`src/rtl/alu_arbiter.sv`:
```
`default_nettype none
// ============================================================================
//  Module      : alu_arbiter
//  Description : Round-robin arbiter sharing one combinational ALU between two
//                requesters, with a one-deep registered response buffer and a
//                saturating grant counter per requester.
//  Revision    : 1.0 - initial release
// ============================================================================
module alu_arbiter #(
   parameter int DW   = 32,
   parameter int OPW  = 4,
   parameter int CNTW = 16
) (
   input  logic                 CLK,
   input  logic                 RST,
   input  logic [1:0]           req_valid,
   output logic [1:0]           req_ready,
   input  logic [1:0][OPW-1:0]  req_op,
   input  logic [1:0][DW-1:0]   req_a,
   input  logic [1:0][DW-1:0]   req_b,
   output logic [1:0]           rsp_valid,
   input  logic [1:0]           rsp_ready,
   output logic [1:0][DW-1:0]   rsp_out,
   output logic [1:0][2:0]      rsp_flags,
   output logic [OPW-1:0]       alu_op,
   output logic [DW-1:0]        alu_a,
   output logic [DW-1:0]        alu_b,
   input  logic [DW-1:0]        alu_out,
   input  logic                 alu_ovf,
   input  logic                 alu_zero,
   input  logic                 alu_neg,
   output logic [1:0][CNTW-1:0] gnt_cnt
);

   localparam logic [CNTW-1:0] c_CNT_MAX = '1;

   logic [1:0] w_elig;
   logic [1:0] w_gnt;
   logic       r_pri;

   // Eligibility and grant: a full buffer only blocks its requester when it is
   // not being drained this cycle, so drain and refill can share a cycle.
   always_comb begin
      w_elig = req_valid & (~rsp_valid | rsp_ready);
      w_gnt  = 2'b00;
      if (!RST) begin
         if (w_elig == 2'b11) begin
            w_gnt = r_pri ? 2'b10 : 2'b01;
         end else begin
            w_gnt = w_elig;
         end
      end
   end

   assign req_ready = w_gnt;

   // Route the granted requester onto the shared ALU; idle ALU sees zeros.
   always_comb begin
      alu_op = '0;
      alu_a  = '0;
      alu_b  = '0;
      if (w_gnt[0]) begin
         alu_op = req_op[0];
         alu_a  = req_a[0];
         alu_b  = req_b[0];
      end else if (w_gnt[1]) begin
         alu_op = req_op[1];
         alu_a  = req_a[1];
         alu_b  = req_b[1];
      end
   end

   // Round-robin pointer: after serving requester i, favour the other one.
   always_ff @(posedge CLK) begin
      if (RST) begin
         r_pri <= 1'b0;
      end else if (w_gnt != 2'b00) begin
         r_pri <= w_gnt[0];
      end
   end

   for (genvar gi = 0; gi < 2; gi++) begin : g_rsp
      logic            r_valid;
      logic [DW-1:0]   r_out;
      logic [2:0]      r_flags;
      logic [CNTW-1:0] r_cnt;

      // Response buffer: capture on accept, clear when drained without refill;
      // data and flags are left untouched on release.
      always_ff @(posedge CLK) begin
         if (RST) begin
            r_valid <= 1'b0;
            r_out   <= '0;
            r_flags <= '0;
         end else if (w_gnt[gi]) begin
            r_valid <= 1'b1;
            r_out   <= alu_out;
            r_flags <= {alu_ovf, alu_zero, alu_neg};
         end else if (r_valid && rsp_ready[gi]) begin
            r_valid <= 1'b0;
         end
      end

      // Grant counter for performance debug; sticks at all-ones.
      always_ff @(posedge CLK) begin
         if (RST) begin
            r_cnt <= '0;
         end else if (w_gnt[gi] && (r_cnt != c_CNT_MAX)) begin
            r_cnt <= r_cnt + 1'b1;
         end
      end

      assign rsp_valid[gi] = r_valid;
      assign rsp_out[gi]   = r_out;
      assign rsp_flags[gi] = r_flags;
      assign gnt_cnt[gi]   = r_cnt;
   end

endmodule
`default_nettype wire

```
`config.mk`:
```
export PLATFORM = sky130hd
export DESIGN_NAME = alu_arbiter
export DESIGN_NICKNAME = d
export VERILOG_FILES = /design/src/rtl/alu_arbiter.sv
export SDC_FILE = /design/constraint.sdc
export NUM_CORES = 1
export LEC_CHECK = 0
export CAP_MARGIN = 20
export CORE_AREA = 2 2 136 138
export DETAILED_ROUTE_END_ITERATION = 8
export DIE_AREA = 0 0 138 140
export PLACE_DENSITY_LB_ADDON = 0.3
export SYNTH_ARGS = -nofsm -noshare
export SYNTH_HDL_FRONTEND = slang
export SYNTH_SLANG_ARGS = --single-unit
export TNS_END_PERCENT = 30
```
`constraint.sdc`:
```
create_clock -name CLK -period 3.2 [get_ports CLK]
set_input_delay 0.32 -clock CLK [delete_from_list [all_inputs] [get_ports CLK]]
set_output_delay 0.32 -clock CLK [all_outputs]
set_load 0.005 [all_outputs]
```
Yosys cells after proc, flatten, opt, wreduce, memory -nomap -nowiden
Index checks and enable logic that the tools add are counted.
{"block": "word_totals", "out_inout_bits": 174, "reg_bits": 105}
{"block": "op_classes", "add_sub_neg": 2, "n_bitwise": 3, "eq_ne": 3, "n_reduce_logical": 7, "n_mux": 13}
{"op": "32-bit 2-to-1 mux", "n": 4}
{"op": "16-bit by 1-bit adder with 16-bit output (second input constant)", "n": 2}
{"op": "16-bit inequality test (second input constant)", "n": 2}
{"op": "4-bit 2-to-1 mux", "n": 2}
{"op": "2-bit 2-to-1 mux", "n": 3}
{"op": "2-bit nonzero test", "n": 3}
{"op": "1-bit logical AND", "n": 4}
{"op": "1-bit 2-to-1 mux", "n": 4}
{"op": "2-bit bitwise AND", "n": 1}
{"op": "2-bit equality test (second input constant)", "n": 1}
{"op": "2-bit NOT", "n": 1}
{"op": "2-bit bitwise OR", "n": 1}

Longest topological paths before layout
Gate-level depths: netlist (run 1).
{"block": "logic_depth", "word_depth": 8, "depth_mapped": 8}

Worst setup path before layout (run 1)
OpenSTA, ideal clock, no wires.
{"block": "synth_path", "path_type": "input-to-output", "startpoint": "input RST", "endpoint": "output alu_a[10]", "setup_slack_ps": 1385, "cell_stages": 7, "arrival_time_ps": 1495, "t_required_ps": 2880, "path_cell_list": "buf_2 nor2b_1 o211ai_1 inv_1 buf_2 clkbuf_1 a22o_1"}
{"block": "synth_via", "elab_chain_len": 3}
{"item": "from (decl)", "line": "15", "rtl": "input logic RST,"}
{"item": "2-bit 2-to-1 mux *", "line": "46", "rtl": "if (!RST) begin"}
{"item": "32-bit 2-to-1 mux", "line": "66", "rtl": "end else if (w_gnt[1]) begin"}
{"item": "32-bit 2-to-1 mux *", "line": "62", "rtl": "if (w_gnt[0]) begin"}
{"item": "to (decl)", "line": "26", "rtl": "output logic [DW-1:0] alu_a,"}
Mark *: on every way between the ends. The rest lies on a longest branch, timed or not.

Final worst setup path (run 1)
{"block": "layout_path", "startpoint": "input req_valid[0]", "endpoint": "output alu_a[25]"}
{"block": "layout_via", "elab_chain_len": 6}
{"item": "from (decl)", "line": "16", "rtl": "input logic [1:0] req_valid,"}
{"item": "2-bit bitwise AND *", "line": "44", "rtl": "w_elig = req_valid & (~rsp_valid | rsp_ready);"}
{"item": "2-bit equality test", "line": "47", "rtl": "if (w_elig == 2'b11) begin"}
{"item": "2-bit 2-to-1 mux *", "line": "47"}
{"item": "2-bit 2-to-1 mux *", "line": "46"}
{"item": "32-bit 2-to-1 mux", "line": "66"}
{"item": "32-bit 2-to-1 mux *", "line": "62"}
Marks and branches as above.

==> metrics.csv, run 1 <==
metric,value,unit
status,"complete, no violations",
cp_data_required_time,2.88,ns
crit_top_cell,clkdlybuf4s50_1,
final_common_cell,clkdlybuf4s50_1,
leakagePower,3.21,nW
p_seq_frac,0.427,
routed_wl,20300,um
synth.avg_cell_area,8.40,um^2
gp_congestion,0.890,
power.share.switching,0.262,
drt-initial-drc-count,344,
cts_buffers,9,
setup_viol,0,
design_area,8990,um^2
cp_cell_sequence,"clkdlybuf4s50_1, nor2b_1, o211ai_1, inv_4, buf_12, a22o_1, clkdlybuf4s50_1",
timing.final.hold_violations,0,
drc,0,
dieArea,19300,um^2
crit_slowest_cell,clkdlybuf4s50_1,
slew_headroom,0.420,
grt_max_degree,100,
cellInternalPower,2.46,mW
ant_nets,0,
setup_slack,0.490,ns
p_comb_frac,0.244,
root_buffer,clkbuf_16,
place_area,8690,um^2
cp_data_arrival_time,2.39,ns
post-place-ws,0.487,ns
final_core_util,0.505,
post_cts_resized,0,
ioPinCount,351,
clkPwrFrac,0.329,
p_total,3.34,mW
synth-seq-cells,105,
yosysUniqueCellTypes,40,
period_minus_slack,2.71,ns
tightestPinTransition,0.869,ns
grt_util_all_layers,0.199,
timing.hold.ws,0.281,ns
fin_setup_tns,0,ns
grt_pass1_wl,30300,um
syn2layout_area_growth,81.3,%
vias_per_cell,4.67,
htree_levels,3,
core,17800,um^2
switchingPower,0.875,mW
path_max_fanout,32,
fin_skew,0.0109,ns
drt_pre_antenna_iters,5,
cts_hold_buf,0,
clock_path_buffers,2,
die_h,140,um
start_util,0.279,
maxCapViolCount,0,
rows,49,
clkTransAtPathRegs,0.08,ns
ys_warn_count,0,
io_buffers,350,
yosysSeqAreaShare,0.424,
routedWlPerCell,17.6,um
power-per-cell-area,371,nW/um^2
cts.sinks,105,
fin_nets,1097,
fillers,1682,
diodes,0,
met3_usage,0.0684,
syn-num-nets,769,
dp_hpwl,15600,um
drive_above_1_share,0.0433,
place_inst,1136,
overflow,0,
grt_pass1_vias,5076,
met1_usage,0.271,
slew_viol_final,0,
insertion_delay,0.35,ns
most-common-layout-cells,"clkdlybuf4s50_1, dfxtp_1, nand2_1",
rsz0062_at_grt,false,
die_width,138,um
syn_inst,590,
hp-class,in2reg,
startpoint_type,input port,
final_cell_count_no_fill,1152,
grt-busiest-layer,met2,
antenna_found_initial,3,
syn_area,4960,um^2
crit_type,in2out,
fin_crit_sh,0.847,
max_stage_delay,0.52,ns
post_cts_buffers,0,
use_met2,0.312,
fmax,369,MHz
vias,5377,
endpoint_kind,output pin,
cts_tree,yes,
ir_drop,0.000269,V
## logic make-up (layout without fill, tap and decap cells)
| group | count (synthesis) | in the layout | share of synthesized area |
|---|---|---|---|
| and+or+nand+nor | 251 | 251 | 0.267 |
| AOI/OAI and AO/OA | 156 | 156 | 0.212 |
| adders and majority gates | 2 | 2 | 0.00505 |
| xor gates and xnor gates | 20 | 20 | 0.0353 |
| muxes | 6 | 6 | 0.0126 |
| buffers and inverters | 50 | 383 | 0.0439 |
| DFF | 105 | 105 | 0.424 |
## per-layer routing
| metal | share of wire | vias to the layer above |
|---|---|---|
| met5 | 0.0011 | - |
| met2 | 0.45 | 211 |
| met4 | 0.0079 | 4 |
| met3 | 0.084 | 17 |
| li1 | - | 2726 |
| met1 | 0.46 | 2419 |
## sequential cells by signal, summed over array words and instances (netlist names)
signal         flops
r_pri              1
g_rsp.r_flags      6
g_rsp.r_out       64
g_rsp.r_cnt       32
g_rsp.r_valid      2
## final cells by class
cell class                 count  area (um^2)  area share
clock buffer                   9          225      0.0251
clock inverter                 7         72.6     0.00808
inverter                       5         23.8     0.00265
multi-input combinational    435         2640       0.294
sequential                   105         2100       0.234
tap                          229          287      0.0319
timing repair buffer         362         3640       0.405
## worst paths after layout
path	startpoint	to	slack, ns	cells after the start
min	RST	g_rsp[1].r_cnt[13]	0.28	2
max reg2reg	g_rsp[1].r_valid	g_rsp[0].r_cnt[4]	1.19	8
min reg2reg	g_rsp[1].r_out[30]	g_rsp[1].r_out[30]	0.47	2
max	req_valid[0]	alu_a[25]	0.49	7
## synth_stat cells
| cell type | n | area share |
|---|---|---|
| a21oi_1 | 7 | 0.0071 |
| a22o_1 | 68 | 0.12 |
| a311oi_1 | 1 | 0.0018 |
| a31oi_1 | 1 | 0.0013 |
| and3_1 | 5 | 0.0063 |
| and4_2 | 1 | 0.0020 |
| buf_2 | 18 | 0.018 |
| buf_4 | 2 | 0.0030 |
| clkbuf_1 | 25 | 0.019 |
| dfxtp_1 | 105 | 0.42 |
| ha_1 | 2 | 0.0050 |
| inv_1 | 4 | 0.0030 |
| inv_2 | 1 | 0.00076 |
| mux2_1 | 1 | 0.0023 |
| mux2_2 | 1 | 0.0023 |
| mux2i_1 | 4 | 0.0081 |
| nand2_1 | 81 | 0.061 |
| nand2b_1 | 76 | 0.096 |
| nand3_1 | 13 | 0.013 |
| nand3_2 | 1 | 0.0020 |
| nand4_1 | 10 | 0.013 |
| nand4_2 | 1 | 0.0025 |
| nand4_4 | 1 | 0.0043 |
| nand4b_1 | 1 | 0.0018 |
| nor2_1 | 29 | 0.022 |
| nor2b_1 | 6 | 0.0076 |
| nor3_1 | 13 | 0.013 |
| nor4_1 | 6 | 0.0076 |
| nor4_2 | 1 | 0.0025 |
| nor4_4 | 1 | 0.0043 |
| nor4b_1 | 1 | 0.0018 |
| o211ai_1 | 1 | 0.0015 |
| o211ai_2 | 1 | 0.0025 |
| o21ai_0 | 72 | 0.073 |
| o21ai_1 | 5 | 0.0050 |
| or3_1 | 2 | 0.0025 |
| or4_1 | 1 | 0.0015 |
| or4_4 | 1 | 0.0023 |
| xnor2_1 | 16 | 0.028 |
| xor2_1 | 4 | 0.0071 |
## critical path: cells and delay by family
family	cells	cell delay, ns
buf+inv	4	1.55
simple gates	1	0.13
compound gates	2	0.35
## power groups by stage
| stage | Combinational [mW] | Clock (mW) | Sequential [mW] |
|---|---|---|---|
| 2_1_floorplan | 0.230 | 0 | 1.46 |
| 3_3_place_gp | 0.813 | 0 | 1.45 |
| 3_5_place_dp | 0.813 | 0 | 1.45 |
| 4_1_cts | 0.819 | 1.13 | 1.42 |
| 5_1_grt | 0.872 | 1.18 | 1.43 |
| 6_report | 0.814 | 1.10 | 1.42 |
Note: power is estimated with default switching activity, not from simulation.
==> inputs of run 2 (changes only) <==
--- a/config.mk
+++ b/config.mk
@@ -6,9 +6,9 @@
 export NUM_CORES = 1
 export LEC_CHECK = 0
 export CAP_MARGIN = 20
-export CORE_AREA = 2 2 136 138
+export CORE_AREA = 2 2 137 139
 export DETAILED_ROUTE_END_ITERATION = 8
-export DIE_AREA = 0 0 138 140
+export DIE_AREA = 0 0 139 141
 export PLACE_DENSITY_LB_ADDON = 0.3
 export SYNTH_ARGS = -nofsm -noshare
 export SYNTH_HDL_FRONTEND = slang
==> constraint.sdc (replaced) <==
create_clock -name CLK -period 2.85 [get_ports CLK]
set_input_delay 0.285 -clock CLK [delete_from_list [all_inputs] [get_ports CLK]]
set_output_delay 0.285 -clock CLK [all_outputs]
set_load 0.005 [all_outputs]
==> run 2 against run 1 <==
  * Critical path depth unchanged
  * Die area grew 1.4%
  * Global-route usage down 0.36 points
  * Non-clock buffer count is 1 higher
  * Worst hold slack worse by 0.11 ns
  * First-iteration DRC count decreased by 51%
  * Sequential cell count stayed put
  * Sequential power increased by 13%
  * Wire length is 0.82% lower
  * Combinational power is 12% higher
  * Critical path type unchanged
==> metrics.csv, run 2 (synthesis results as in run 1) <==
metric,value,unit,change
drive_above_1_share,0.0433,,-0.0000469
post_cts_resized,0,,unchanged
leakagePower,3.22,nW,+0.52%
rsz0062_at_grt,false,,
grt_max_degree,106,,+6.0%
gp_congestion,0.823,,-7.5%
met3WireLength,1930,um,+12%
cellInternalPower,2.87,mW,+17%
p_comb_frac,0.239,,-0.005
grt_pass1_wl,29900,um,-1.1%
die_h,141,um,+0.71%
insertion_delay,0.35,ns,about the same
status,"complete, no violations",,
setup_viol,0,,unchanged
cts_hold_buf,0,,unchanged
final_common_cell,clkdlybuf4s50_1,,
grt_util_all_layers,0.196,,-0.00362
rows,50,,+2.0%
ioPinCount,351,,unchanged
switchingPower,0.948,mW,+8.3%
grt_pass1_vias,5098,,+0.43%
syn2layout_area_growth,82.1,%,
slew_headroom,0.375,,-0.0454
cts_buffers,9,,unchanged
routed_wl,20200,um,-0.82%
power.share.switching,0.248,,-0.0143
startpoint_type,input port,,
vias_per_cell,4.67,,about the same
tightestPinTransition,0.937,ns,+0.0681 ns
start_util,0.271,,-0.00745
largest_reg_flops,64,,unchanged
drc,0,,unchanged
fin_setup_tns,0,ns,unchanged
htree_levels,3,,unchanged
diodes,0,,unchanged
cp_data_arrival_time,2.29,ns,-0.10 ns
ant_nets,0,,unchanged
fin_nets,1098,,+0.091%
drt-initial-drc-count,168,,-51%
antenna_found_initial,1,,-2
io_buffers,350,,unchanged
period_minus_slack,2.57,ns,
hp-class,in2reg,,
design_area,9030,um^2,+0.46%
wl_met2,8930,um,-2.7%
dp_hpwl,15400,um,-0.95%
timing.final.hold_violations,0,,unchanged
routedWlPerCell,17.4,um,-1.3%
vias,5407,,+0.56%
ir_drop,0.000339,V,+26%
largestRegisters,"g_rsp.r_out x64, g_rsp.r_cnt x32, g_rsp.r_flags x6",,
crit_type,in2out,,
cts.sinks,105,,unchanged
fin_crit_sh,0.903,,
endpoint_kind,output pin,,
die_width,139,um,+0.72%
dieArea,19600,um^2,+1.4%
root_buffer,clkbuf_16,,
cts_tree,yes,,
core,18300,um^2,+2.7%
cp_data_required_time,2.57,ns,-0.31 ns
slew_viol_final,0,,unchanged
power-per-cell-area,423,nW/um^2,+14%
met1Wirelength,9130,um,-1.3%
post_cts_buffers,0,,unchanged
overflow,0,,unchanged
clock_path_buffers,2,,unchanged
fmax,389,MHz,
top_register,g_rsp.r_out,,
clkPwrFrac,0.342,,+0.013
most-common-layout-cells,"clkdlybuf4s50_1, dfxtp_1, nand2_1",,
clkTransAtPathRegs,0.07,ns,about the same
drt_pre_antenna_iters,4,,-1
top_layer_used,met5,,
fin_skew,0.00899,ns,-0.00194 ns
place_area,8710,um^2,+0.30%
path_max_fanout,45,,+41%
p_total,3.82,mW,+15%
maxCapViolCount,0,,unchanged
p_seq_frac,0.419,,-0.008
## run 2: final cells by class
cell class / count / area [um^2]
inverter: 5 / 23.8
tap: 234 / 293
timing repair buffer: 363 / 3660
sequential: 105 / 2100
fill: 1791 / 9240
clock inverter: 5 / 70.1
clock buffer: 11 / 243
multi-input combinational: 435 / 2640
## run 2: critical path: stages
cell,delay [ns]
clkdlybuf4s50_1,0.47
nor2b_1,0.16
o211ai_2,0.15
inv_4,0.21
buf_12,0.25
a22o_1,0.17
clkdlybuf4s50_1,0.55
## run 2: per-stage QoR
stage                     worst slack (ns)  hold WS [ns]  utilization  instances
after floorplan                       1.09         0.394            -        590
after global placement               0.279         0.454        0.477       1142
after detailed placement             0.270         0.460        0.477       1142
after CTS                            0.254         0.158        0.494       1158
after global routing                 0.150         0.168        0.494       1158
final                                0.278         0.172        0.494       1158
## run 2: power groups by stage
stage               combinational, mW  sequential (mW)  clock [mW]
floorplan                       0.259             1.64           0
global placement                0.917             1.63           0
detailed placement              0.916             1.63           0
CTS                             0.923             1.60        1.36
global route                    0.982             1.61        1.41
finish                          0.913             1.60        1.31
## run 2: path summary, 6_finish.rpt
kind / to / slack (ns) / cells after the start / start
setup / recovery: alu_b[23] / 0.28 / 7 / req_valid[1]
hold / removal: r_pri / 0.17 / 2 / RST
setup reg to reg: g_rsp[0].r_cnt[13] / 0.90 / 6 / g_rsp[1].r_valid
hold reg to reg: g_rsp[1].r_out[30] / 0.47 / 2 / g_rsp[1].r_out[30]
## run 2: per-layer routing
metal  vias to the layer above  track usage
met1                      2473        0.263
met5                         -            0
met3                        16       0.0839
met2                       197        0.297
met4                         2       0.0330
li1                       2719            -
